[src/rtl/wrr_vchanel_scheduler_pkg.sv]
// Shared types and constants for the weighted round-robin virtual-channel scheduler.
// Holds channel encodings, default weights and the FSM state encoding.
package wrr_pkg;

  localparam int NUM_VCH = 4;
  localparam int PTR_W   = 2;

  localparam int WEIGHT0_DEF = 4;
  localparam int WEIGHT1_DEF = 2;
  localparam int WEIGHT2_DEF = 2;
  localparam int WEIGHT3_DEF = 1;

  typedef enum logic [PTR_W-1:0] {
    VCHANEL0 = 2'b00,
    VCHANEL1 = 2'b01,
    VCHANEL2 = 2'b10,
    VCHANEL3 = 2'b11
  } vch_e;

  // IDLE: no grant in the previous cycle; SERVE: a word was granted last cycle.
  typedef enum logic {
    IDLE  = 1'b0,
    SERVE = 1'b1
  } state_e;

  function automatic logic [PTR_W-1:0] ptr_inc(input logic [PTR_W-1:0] p);
    return p + PTR_W'(1);
  endfunction

endpackage

[src/rtl/wrr_vchanel_scheduler_if.sv]
// Bundle between the scheduler, the four VC FIFOs and the downstream stage.
// Handshake: empty_vchanelN=0 means channel N offers a word (inverted valid); full_down=0 means
// downstream accepts (ready). pop_vchanelN is a strobe: a word moves when pop=1 at posedge clk.
// arbiter/valid_out describe the word presented to the output mux in the following cycle.
interface wrr_vchanel_scheduler_if;
  import wrr_pkg::*;

  logic             enb;
  logic             empty_vchanel0;
  logic             empty_vchanel1;
  logic             empty_vchanel2;
  logic             empty_vchanel3;
  logic             full_down;
  logic             pop_vchanel0;
  logic             pop_vchanel1;
  logic             pop_vchanel2;
  logic             pop_vchanel3;
  logic [PTR_W-1:0] arbiter;
  logic             valid_out;

  modport master (
    output enb,
    output empty_vchanel0, empty_vchanel1, empty_vchanel2, empty_vchanel3,
    output full_down,
    input  pop_vchanel0, pop_vchanel1, pop_vchanel2, pop_vchanel3,
    input  arbiter,
    input  valid_out
  );

  modport slave (
    input  enb,
    input  empty_vchanel0, empty_vchanel1, empty_vchanel2, empty_vchanel3,
    input  full_down,
    output pop_vchanel0, pop_vchanel1, pop_vchanel2, pop_vchanel3,
    output arbiter,
    output valid_out
  );

endinterface

[src/rtl/wrr_vchanel_scheduler_rr_next_sel.sv]
// Rotating-priority finder: first set bit of req starting at ptr and wrapping upward.
// Purely combinational; shared with the credit-return arbiter.
module rr_next_sel
  import wrr_pkg::*;
(
  input  logic [NUM_VCH-1:0] req,
  input  logic [PTR_W-1:0]   ptr,
  output logic [PTR_W-1:0]   idx,
  output logic               found
);

  logic [PTR_W-1:0] cand;

  // Walk from the farthest offset down so the nearest requester is the last one written.
  always_comb begin
    idx   = ptr;
    found = 1'b0;
    cand  = ptr;
    for (int i = NUM_VCH - 1; i >= 0; i--) begin
      cand = ptr + PTR_W'(i);
      if (req[cand]) begin
        idx   = cand;
        found = 1'b1;
      end
    end
  end

endmodule

[src/rtl/wrr_vchanel_scheduler.sv]
// Weighted round-robin scheduler for the 4-VC output mux: Mealy pops, registered arbiter/valid_out.
// Optional build macro WRR_RUNTIME_WEIGHTS_EN replaces the WEIGHTn parameters with weight_vchanelN ports.
module wrr_vchanel_scheduler
  import wrr_pkg::*;
#(
  parameter int WEIGHT0 = WEIGHT0_DEF,
  parameter int WEIGHT1 = WEIGHT1_DEF,
  parameter int WEIGHT2 = WEIGHT2_DEF,
  parameter int WEIGHT3 = WEIGHT3_DEF,
  parameter int CNT_W   = 4
) (
  input  logic                   clk,
  input  logic                   rst,
`ifdef WRR_RUNTIME_WEIGHTS_EN
  input  logic [CNT_W-1:0]       weight_vchanel0,
  input  logic [CNT_W-1:0]       weight_vchanel1,
  input  logic [CNT_W-1:0]       weight_vchanel2,
  input  logic [CNT_W-1:0]       weight_vchanel3,
`endif
  wrr_vchanel_scheduler_if.slave vc,
  output state_e                 dbg_state,
  output logic [PTR_W-1:0]       dbg_ptr,
  output logic [CNT_W-1:0]       dbg_credit
);

  function automatic logic [CNT_W-1:0] clamp_w(input logic [CNT_W-1:0] w);
    return (w == '0) ? CNT_W'(1) : w;
  endfunction

  state_e             state_q, state_d;
  logic [PTR_W-1:0]   ptr_q, ptr_d;
  logic [CNT_W-1:0]   credit_q, credit_d;
  logic [PTR_W-1:0]   arb_q, arb_d;
  logic [CNT_W-1:0]   wt [NUM_VCH];
  logic [NUM_VCH-1:0] non_empty;
  logic [PTR_W-1:0]   sel_idx;
  logic               sel_found;
  logic               grant;
  logic [CNT_W-1:0]   credit_nx;
  logic [PTR_W-1:0]   next_turn;

  // Reload values; only read when a turn starts, so a change never touches a running turn.
  always_comb begin
`ifdef WRR_RUNTIME_WEIGHTS_EN
    wt[0] = clamp_w(weight_vchanel0);
    wt[1] = clamp_w(weight_vchanel1);
    wt[2] = clamp_w(weight_vchanel2);
    wt[3] = clamp_w(weight_vchanel3);
`else
    wt[0] = clamp_w(CNT_W'(WEIGHT0));
    wt[1] = clamp_w(CNT_W'(WEIGHT1));
    wt[2] = clamp_w(CNT_W'(WEIGHT2));
    wt[3] = clamp_w(CNT_W'(WEIGHT3));
`endif
  end

  assign non_empty = ~{vc.empty_vchanel3, vc.empty_vchanel2,
                       vc.empty_vchanel1, vc.empty_vchanel0};

  rr_next_sel u_next_sel (
    .req   (non_empty),
    .ptr   (ptr_q),
    .idx   (sel_idx),
    .found (sel_found)
  );

  assign grant     = vc.enb & ~rst & ~vc.full_down & sel_found;
  assign next_turn = ptr_inc(sel_idx);

  // FSM state register.
  always_ff @(posedge clk) begin
    if (rst) begin
      state_q <= IDLE;
    end else begin
      state_q <= state_d;
    end
  end

  // FSM next state: SERVE exactly when a word is popped this cycle.
  always_comb begin
    state_d = IDLE;
    if (grant) begin
      state_d = SERVE;
    end
  end

  // FSM outputs: pops are Mealy on the current decision, the rest come from flops.
  always_comb begin
    vc.pop_vchanel0 = grant && (sel_idx == VCHANEL0);
    vc.pop_vchanel1 = grant && (sel_idx == VCHANEL1);
    vc.pop_vchanel2 = grant && (sel_idx == VCHANEL2);
    vc.pop_vchanel3 = grant && (sel_idx == VCHANEL3);
    vc.valid_out    = (state_q == SERVE);
    vc.arbiter      = arb_q;
  end

  // Turn bookkeeping: a skip hands the turn to the granted channel and forfeits the old credit.
  always_comb begin
    ptr_d     = ptr_q;
    credit_d  = credit_q;
    arb_d     = arb_q;
    credit_nx = credit_q;
    if (grant) begin
      arb_d = sel_idx;
      ptr_d = sel_idx;
      if (sel_idx == ptr_q) begin
        credit_nx = credit_q - CNT_W'(1);
      end else begin
        credit_nx = wt[sel_idx] - CNT_W'(1);
      end
      if (credit_nx == '0) begin
        ptr_d    = next_turn;
        credit_d = wt[next_turn];
      end else begin
        credit_d = credit_nx;
      end
    end
  end

  always_ff @(posedge clk) begin
    if (rst) begin
      ptr_q    <= VCHANEL0;
      credit_q <= wt[0];
      arb_q    <= VCHANEL0;
    end else begin
      ptr_q    <= ptr_d;
      credit_q <= credit_d;
      arb_q    <= arb_d;
    end
  end

  assign dbg_state  = state_q;
  assign dbg_ptr    = ptr_q;
  assign dbg_credit = credit_q;

endmodule

[src/flat_wrapper.sv]
// flat-port wrapper written by rule: the top's interface ports become plain ports
module wrr_vchanel_scheduler_flat import wrr_pkg::*;
#(
  parameter int WEIGHT0 = WEIGHT0_DEF,
  parameter int WEIGHT1 = WEIGHT1_DEF,
  parameter int WEIGHT2 = WEIGHT2_DEF,
  parameter int WEIGHT3 = WEIGHT3_DEF,
  parameter int CNT_W   = 4
)
  (clk, rst, dbg_state, dbg_ptr, dbg_credit, vc_enb, vc_empty_vchanel0, vc_empty_vchanel1, vc_empty_vchanel2, vc_empty_vchanel3, vc_full_down, vc_pop_vchanel0, vc_pop_vchanel1, vc_pop_vchanel2, vc_pop_vchanel3, vc_arbiter, vc_valid_out);
  wrr_vchanel_scheduler_if vc_i ();
  input  logic clk;
  input  logic rst;
  output state_e dbg_state;
  output logic [PTR_W-1:0] dbg_ptr;
  output logic [CNT_W-1:0] dbg_credit;
  input wire logic [$bits(vc_i.enb)-1:0] vc_enb;
  input wire logic [$bits(vc_i.empty_vchanel0)-1:0] vc_empty_vchanel0;
  input wire logic [$bits(vc_i.empty_vchanel1)-1:0] vc_empty_vchanel1;
  input wire logic [$bits(vc_i.empty_vchanel2)-1:0] vc_empty_vchanel2;
  input wire logic [$bits(vc_i.empty_vchanel3)-1:0] vc_empty_vchanel3;
  input wire logic [$bits(vc_i.full_down)-1:0] vc_full_down;
  output wire logic [$bits(vc_i.pop_vchanel0)-1:0] vc_pop_vchanel0;
  output wire logic [$bits(vc_i.pop_vchanel1)-1:0] vc_pop_vchanel1;
  output wire logic [$bits(vc_i.pop_vchanel2)-1:0] vc_pop_vchanel2;
  output wire logic [$bits(vc_i.pop_vchanel3)-1:0] vc_pop_vchanel3;
  output wire logic [$bits(vc_i.arbiter)-1:0] vc_arbiter;
  output wire logic [$bits(vc_i.valid_out)-1:0] vc_valid_out;
  assign vc_i.enb = vc_enb;
  assign vc_i.empty_vchanel0 = vc_empty_vchanel0;
  assign vc_i.empty_vchanel1 = vc_empty_vchanel1;
  assign vc_i.empty_vchanel2 = vc_empty_vchanel2;
  assign vc_i.empty_vchanel3 = vc_empty_vchanel3;
  assign vc_i.full_down = vc_full_down;
  assign vc_pop_vchanel0 = vc_i.pop_vchanel0;
  assign vc_pop_vchanel1 = vc_i.pop_vchanel1;
  assign vc_pop_vchanel2 = vc_i.pop_vchanel2;
  assign vc_pop_vchanel3 = vc_i.pop_vchanel3;
  assign vc_arbiter = vc_i.arbiter;
  assign vc_valid_out = vc_i.valid_out;
  wrr_vchanel_scheduler #(.WEIGHT0(WEIGHT0), .WEIGHT1(WEIGHT1), .WEIGHT2(WEIGHT2), .WEIGHT3(WEIGHT3), .CNT_W(CNT_W)) u_core (.clk(clk), .rst(rst), .vc(vc_i), .dbg_state(dbg_state), .dbg_ptr(dbg_ptr), .dbg_credit(dbg_credit));
endmodule
[config.mk]
export PLATFORM = sky130hd
export DESIGN_NAME = wrr_vchanel_scheduler_flat
export DESIGN_NICKNAME = d
export VERILOG_FILES = /design/src/rtl/wrr_vchanel_scheduler_pkg.sv /design/src/rtl/wrr_vchanel_scheduler_if.sv /design/src/rtl/wrr_vchanel_scheduler_rr_next_sel.sv /design/src/rtl/wrr_vchanel_scheduler.sv /design/src/flat_wrapper.sv
export SDC_FILE = /design/constraint.sdc
export NUM_CORES = 1
export LEC_CHECK = 0
export CORE_UTILIZATION = 49
export CTS_BUF_LIST = sky130_fd_sc_hd__clkbuf_4 sky130_fd_sc_hd__clkbuf_8 sky130_fd_sc_hd__clkbuf_16
export CTS_CLUSTER_SIZE = 12
export DETAILED_ROUTE_END_ITERATION = 10
export GPL_TIMING_DRIVEN = 1
export PLACE_DENSITY = 0.79
export SETUP_SLACK_MARGIN = 0.3
export SYNTH_ARGS = -nofsm -noshare
export SYNTH_HDL_FRONTEND = slang
export SYNTH_SLANG_ARGS = --single-unit
export TNS_END_PERCENT = 20
[constraint.sdc]
create_clock -name clk -period 4.3 [get_ports clk]
set_input_delay 1.29 -clock clk [delete_from_list [all_inputs] [get_ports clk]]
set_output_delay 1.29 -clock clk [all_outputs]
set_load 0.05 [all_outputs]
==> impl_metrics.yaml, run 1 <==
power_and_ir_drop:
  peakVddDrop_uv: 194.6
  p_int_uw: 206.4
  sw_frac_of_total_pct: 39.45
  leakage_nw: 0.5487
  combPwrFrac_pct: 48.0
  cellPowerDensity_mw_per_mm2: 247.0
  pwr-share-seq_pct: 28.6
  p_clk_share_pct: 23.4
  power.switching_uw: 134.5
logic_synthesis:
  synth_nets: 132
  synth_cell_type_count: 46
  yosys.area.top_type_share_pct: 19.15
  ys_ff_latch: 9
  synth_common_cells: "nand2_1, dfxtp_1"
  synth_mux_area_share_pct: 3.191
  syn_inst: 119
  synth-simple-area-share_pct: 33.78
  synthAdderAreaFrac_pct: 6.649
  ys.flop_type: "dfxtp_1"
  syn_avg_cell_area_um2: 7.907
  synth_edf_count: 0
  synth.most_common_cell: "nand2_1"
  yosys.area.top_type: "dfxtp_1"
  async_reset_ff_share_pct: 0
  synthXorXnorAreaFrac_pct: 1.862
  ys_warn_count: 0
  netlist_area_um2: 940.9
  synth_area_leaders: "dfxtp_1, ha_1, nand2_1"
  ys_seq_area_share_pct: 19.15
  synth_compound_area_share_pct: 27.39
  synth_top_family_by_area: "simple AND/OR/NAND/NOR gates"
worst_setup_path:
  worstPathArrival_ns: 2.65
  worstPathMaxFanout: 6
  path_class: "primary input to output pin"
  critPathLaunchType: "primary input"
  cp-end-kind: "output pin"
  required_ns: 3.01
layout:
  instances_no_fill: 184
  drive_above_1_share_pct: 33.96
  insertedDiodeCount: 0
  nets: 173
  syn2layout_area_growth_pct: 46.68
  fill_cells: 129
  final_cell_area_mm2: 0.001380
sta:
  rsz0062_at_grt: "true"
  relSlewSlack_pct: 66.75
  setup_viol: 0
  worst_slew_pin_slew_ns: 0.4972
  min_period_ns: 3.938
  whs_ns: 0.4684
  hold_viol: 0
  slew_viol_final: 0
  finClkSkew_ns: 0.005173
  period_share_pct: 91.59
  fmax_mhz: 253.9
floorplan:
  start_util_pct: 53.33
  num_rows: 15
  dieHeight_um: 45.82
  top_level_ports: 22
  dieArea_mm2: 0.002099
  coreArea_mm2: 0.001764
  die_w_um: 45.82
cts:
  cts_tree: "built"
  cts_buffers: 3
  root_buffer: "clkbuf_4"
  clk_latency_ns: 0.28
  clk_pin_slew_ns: 0.07
  cts.sinks: 9
  cts_max_level: 1
  cts.path.max_buffers: 2
global_route:
  antenna_found_initial: 0
  overflow: 0
  grt_pass1_vias: 962
  grt.total_usage_pct: 27.70
  grt_pass1_wl_mm: 4.098
  grt_max_degree: 13
hold_path:
  hold_path.class: "flip-flop to flip-flop"
drt:
  drt_iter0_drc: 18
  vias_per_cell: 5.897
  dr_total_vias: 1085
  routed_wl_mm: 2.720
  ant_nets: 0
  routedWlPerCell_um: 14.78
  drc_errors: 0
  dr.pass1.iters: 4
run:
  drv_cap: 0
placed_design:
  placedCellCount: 176
  port_buffers: 21
  detailed_place_hpwl_mm: 1.969
  place_area_mm2: 0.001292
  gp_congestion: 0.9343
outcome:
  status: "finished, final reports clean"
critical path, stage by stage:
cell and delay, ns:
clkdlybuf4s50_1 0.45, nor2b_1 0.16, and2_1 0.17, nand2_1 0.09
inv_1 0.17, and2_1 0.17, buf_6 0.16
routing by layer:
metal / global-route usage (%) / up-vias / part of all wire (%)
met5: 0 / - / 0
met4: 15.29 / 0 / 2.3
met3: 5.952 / 7 / 3.9
met2: 45.43 / 32 / 49
met1: 33.25 / 524 / 45
li1: - / 522 / -
power by group through the flow:
| stage | Clock (mW) | Sequential (mW) | Combinational (mW) |
|---|---|---|---|
| CTS | 0.0798 | 0.0972 | 0.158 |
| global route | 0.0830 | 0.0985 | 0.174 |
| global placement | 0 | 0.0985 | 0.148 |
| floorplan | 0 | 0.113 | 0.0839 |
| detailed placement | 0 | 0.0991 | 0.152 |
| finish | 0.0798 | 0.0975 | 0.164 |
what timing repair did:
action	CTS	global route
pin swaps	2	4
hold buffers	0	0
setup buffers	2	2
setup endpoints to repair	4	4
gates resized for setup	15	11
placed cells by master, fill, tap and decap left out, types with 3 or more instances in the layout:
master	count
clkbuf_4	4
mux2i_1	3
nand2_1	11
a21oi_1	3
and2_4	3
o21ai_0	5
a211o_1	3
and2_1	3
nand4_1	6
nor2_1	4
inv_1	4
dfxtp_1	9
nand3_1	6
buf_4	24
clkdlybuf4s50_1	13
ha_2	3
metrics by stage:
| stage | total power, mW | TNS, ns | utilization, % | setup WS, ns |
|---|---|---|---|---|
| floorplan | 0.1966 | 0 | - | 0.2636 |
| global placement | 0.2469 | 0 | 73.26 | 0.04277 |
| detailed placement | 0.2514 | -0.05385 | 73.26 | -0.02949 |
| CTS | 0.3348 | 0 | 76.95 | 0.2847 |
| global route | 0.3555 | 0 | 78.23 | 0.2892 |
| finish | 0.3409 | 0 | 78.23 | 0.3618 |
final timing paths:
kind	start	endpoint	slack, ns	cells after the start
worst min-delay path	u_core.vc.arbiter[1]	u_core.vc.arbiter[1]	0.47	2
worst max register to register	u_core.dbg_ptr[1]	u_core.dbg_credit[0]	1.27	12
worst max-delay path	vc_enb	vc_pop_vchanel2	0.36	7
worst min register to register	u_core.vc.arbiter[1]	u_core.vc.arbiter[1]	0.47	2
sequential cells by signal, indices dropped and copies added, names as in the netlist:
register	flops
u_core.dbg_state	1
u_core.dbg_ptr	2
u_core.dbg_credit	4
u_core.vc.arbiter	2
layout make-up:
class                   count  area, um^2  share of cell area (%)
inverters                   5       18.77                   1.360
repair buffers             45       402.9                   29.19
well taps                  25       31.28                   2.267
clock buffers               4       30.03                   2.176
multi-input cells          96       716.9                   51.95
flip-flops and latches      9       180.2                   13.06
cells by family after synthesis:
group / count (synthesis)
AO/OA/AOI/OAI: 32
AND/OR/NAND/NOR: 54
adder cells (fa/ha/maj): 5
multiplexers: 3
buffers and inverters: 14
flip-flops: 9
XOR/XNOR: 2
Note: power is estimated with default switching activity, not from simulation.
==> inputs of run 2 (changes only) <==
- CORE_UTILIZATION: 49 -> 61
- DONT_BUFFER_PORTS: unset -> 1
- PLACE_DENSITY: 0.79 -> 0.77
==> run 2 against run 1 <==
  * Register-to-register slack worse by 0.38 ns
  * Design area down 30%
  * Sequential power up 19%
  * Largest power group is now registers
==> impl_metrics.yaml, run 2 (synthesis gave the netlist of run 1 again) <==
power_and_ir_drop:
  cellPowerDensity_mw_per_mm2: 294.2
  pwr-share-seq_pct: 40.7
  leakage_nw: 0.3555
  peakVddDrop_uv: 182.7
  sw_frac_of_total_pct: 40.13
  power.switching_uw: 114.2
  combPwrFrac_pct: 32.6
  p_clk_share_pct: 26.8
  p_int_uw: 170.4
worst_setup_path:
  path_class: "primary input to output pin"
  worstPathMaxFanout: 9
  cp-end-kind: "output pin"
  crit_path_cell_trace: "or2_0, a21oi_1, nor3_1, buf_4, inv_1, ha_1, and2_1"
  path_buf_inv: 2
  worst-r2r-setup-slack_ns: 0.89
  required_ns: 3.01
  crit_slowest_cell: "and2_1"
  critPathTopFamily: "simple AND/OR/NAND/NOR gates"
  critPathMaxStageDelay_ns: 0.44
  worstPathArrival_ns: 2.63
  critPathLaunchType: "primary input"
sta:
  relSlewSlack_pct: 37.71
  min_period_ns: 3.915
  finClkSkew_ns: 0.002217
  setup_tns_ns: 0
  fin_ws_ns: 0.3848
  period_share_pct: 91.05
  fmax_mhz: 255.4
  worst_slew_pin_slew_ns: 0.9330
  slew_viol_final: 0
  setup_viol: 0
  rsz0062_at_grt: "false"
  hold_viol: 0
drt:
  routedWlPerCell_um: 16.19
  drc_errors: 0
  drt_iter0_drc: 15
  ant_nets: 0
  routed_wl_mm: 2.153
  dr_total_vias: 889
  dr.pass1.iters: 4
  vias_per_cell: 6.684
hold_path:
  hold_path.class: "flip-flop to flip-flop"
cts:
  clk_pin_slew_ns: 0.06
  cts.path.max_buffers: 2
  clk_latency_ns: 0.28
  cts_tree: "built"
  post_cts_buffers: 0
  cts_hold_buf: 0
  root_buffer: "clkbuf_4"
  cts_max_level: 1
  ctsResizeCount: 0
  cts_buffers: 3
  cts.sinks: 9
layout:
  largest_register_ffs: 4
  final_common_cell: "nand2_1"
  final_cell_mix: "nand2_1, dfxtp_1, o21ai_0, nand4_1, nand3_1"
  insertedDiodeCount: 0
  nets: 132
  drive_above_1_share_pct: 15.25
  syn2layout_area_growth_pct: 2.793
  finish.utilization_pct: 70.79
  final_cell_area_um2: 967.2
floorplan:
  dieHeight_um: 41.28
  coreArea_mm2: 0.001366
  num_rows: 13
  start_util_pct: 68.86
  dieArea_mm2: 0.001704
  die_w_um: 41.28
  top_level_ports: 22
global_route:
  grt_max_degree: 13
  grt_pass1_vias: 689
  overflow: 0
  grt.total_usage_pct: 28.70
  grt_pass1_wl_mm: 3.125
  antenna_found_initial: 0
outcome:
  status: "finished, final reports clean"
run:
  drv_cap: 0
placed_design:
  place_area_um2: 934.6
  detailed_place_hpwl_mm: 1.578
  port_buffers: 0
  dp_worst_setup_slack_ns: 0.3724
  gp_congestion: 0.7838
run 2: changes by cell type in the layout (fill, tap and decap cells not counted), moves of 2 or more:
cell / before / now
and2_1: 3 / 5
and2_4: 3 / 0
buf_12: 2 / 0
buf_4: 24 / 4
buf_6: 2 / 0
clkdlybuf4s50_1: 13 / 0
ha_1: 2 / 4
ha_2: 3 / 1
run 2: layer usage:
| metal | track usage [%] | vias to the layer above | share of wire (%) |
|---|---|---|---|
| met5 | 0 | - | 0 |
| met4 | 9.677 | 0 | 1.7 |
| met1 | 36.66 | 411 | 44 |
| li1 | - | 442 | - |
| met2 | 43.75 | 32 | 48 |
| met3 | 10.87 | 4 | 6.8 |
run 2: final cells by class:
cell class | count | area [um^2]
clock buffer | 4 | 30.03
fill | 121 | 399.1
inverter | 5 | 18.77
multi-input combinational | 96 | 689.4
sequential | 9 | 180.2
tap | 15 | 18.77
timing repair buffer | 4 | 30.03
run 2: worst register-to-register path: cells and delay by family (launching register included):
family,cells,cell delay (ns)
xor+xnor,1,0.15
fa+ha+maj,2,0.65
mux,1,0.18
simple gates,5,0.75
buf+inv,1,0.18
flops,1,0.80
compound gates,2,0.57
run 2: through the flow:
step                      hold slack (ns)  cells  total power, mW
final                              0.7030    133           0.2846
after floorplan                    0.6752    119           0.1966
after global placement             0.6899    129           0.2057
after detailed placement           0.6987    129           0.2082
after CTS                          0.7071    133           0.2830
after global routing               0.7476    133           0.2993
run 2: path summary, 6_finish.rpt:
kind                                            from              endpoint  cells past startpoint
worst max-delay path               vc_empty_vchanel0       vc_pop_vchanel2                      7
worst min-delay path            u_core.vc.arbiter[1]  u_core.vc.arbiter[1]                      2
worst max register to register     u_core.dbg_ptr[0]  u_core.dbg_credit[1]                     12
worst min register to register  u_core.vc.arbiter[1]  u_core.vc.arbiter[1]                      2
run 2: power by group through the flow:
stage	sequential [mW]	clock (mW)	combinational, mW
after floorplan	0.113	0	0.0839
after global placement	0.117	0	0.0883
after detailed placement	0.118	0	0.0906
after CTS	0.116	0.0762	0.0911
after global routing	0.117	0.0800	0.102
final	0.116	0.0761	0.0927
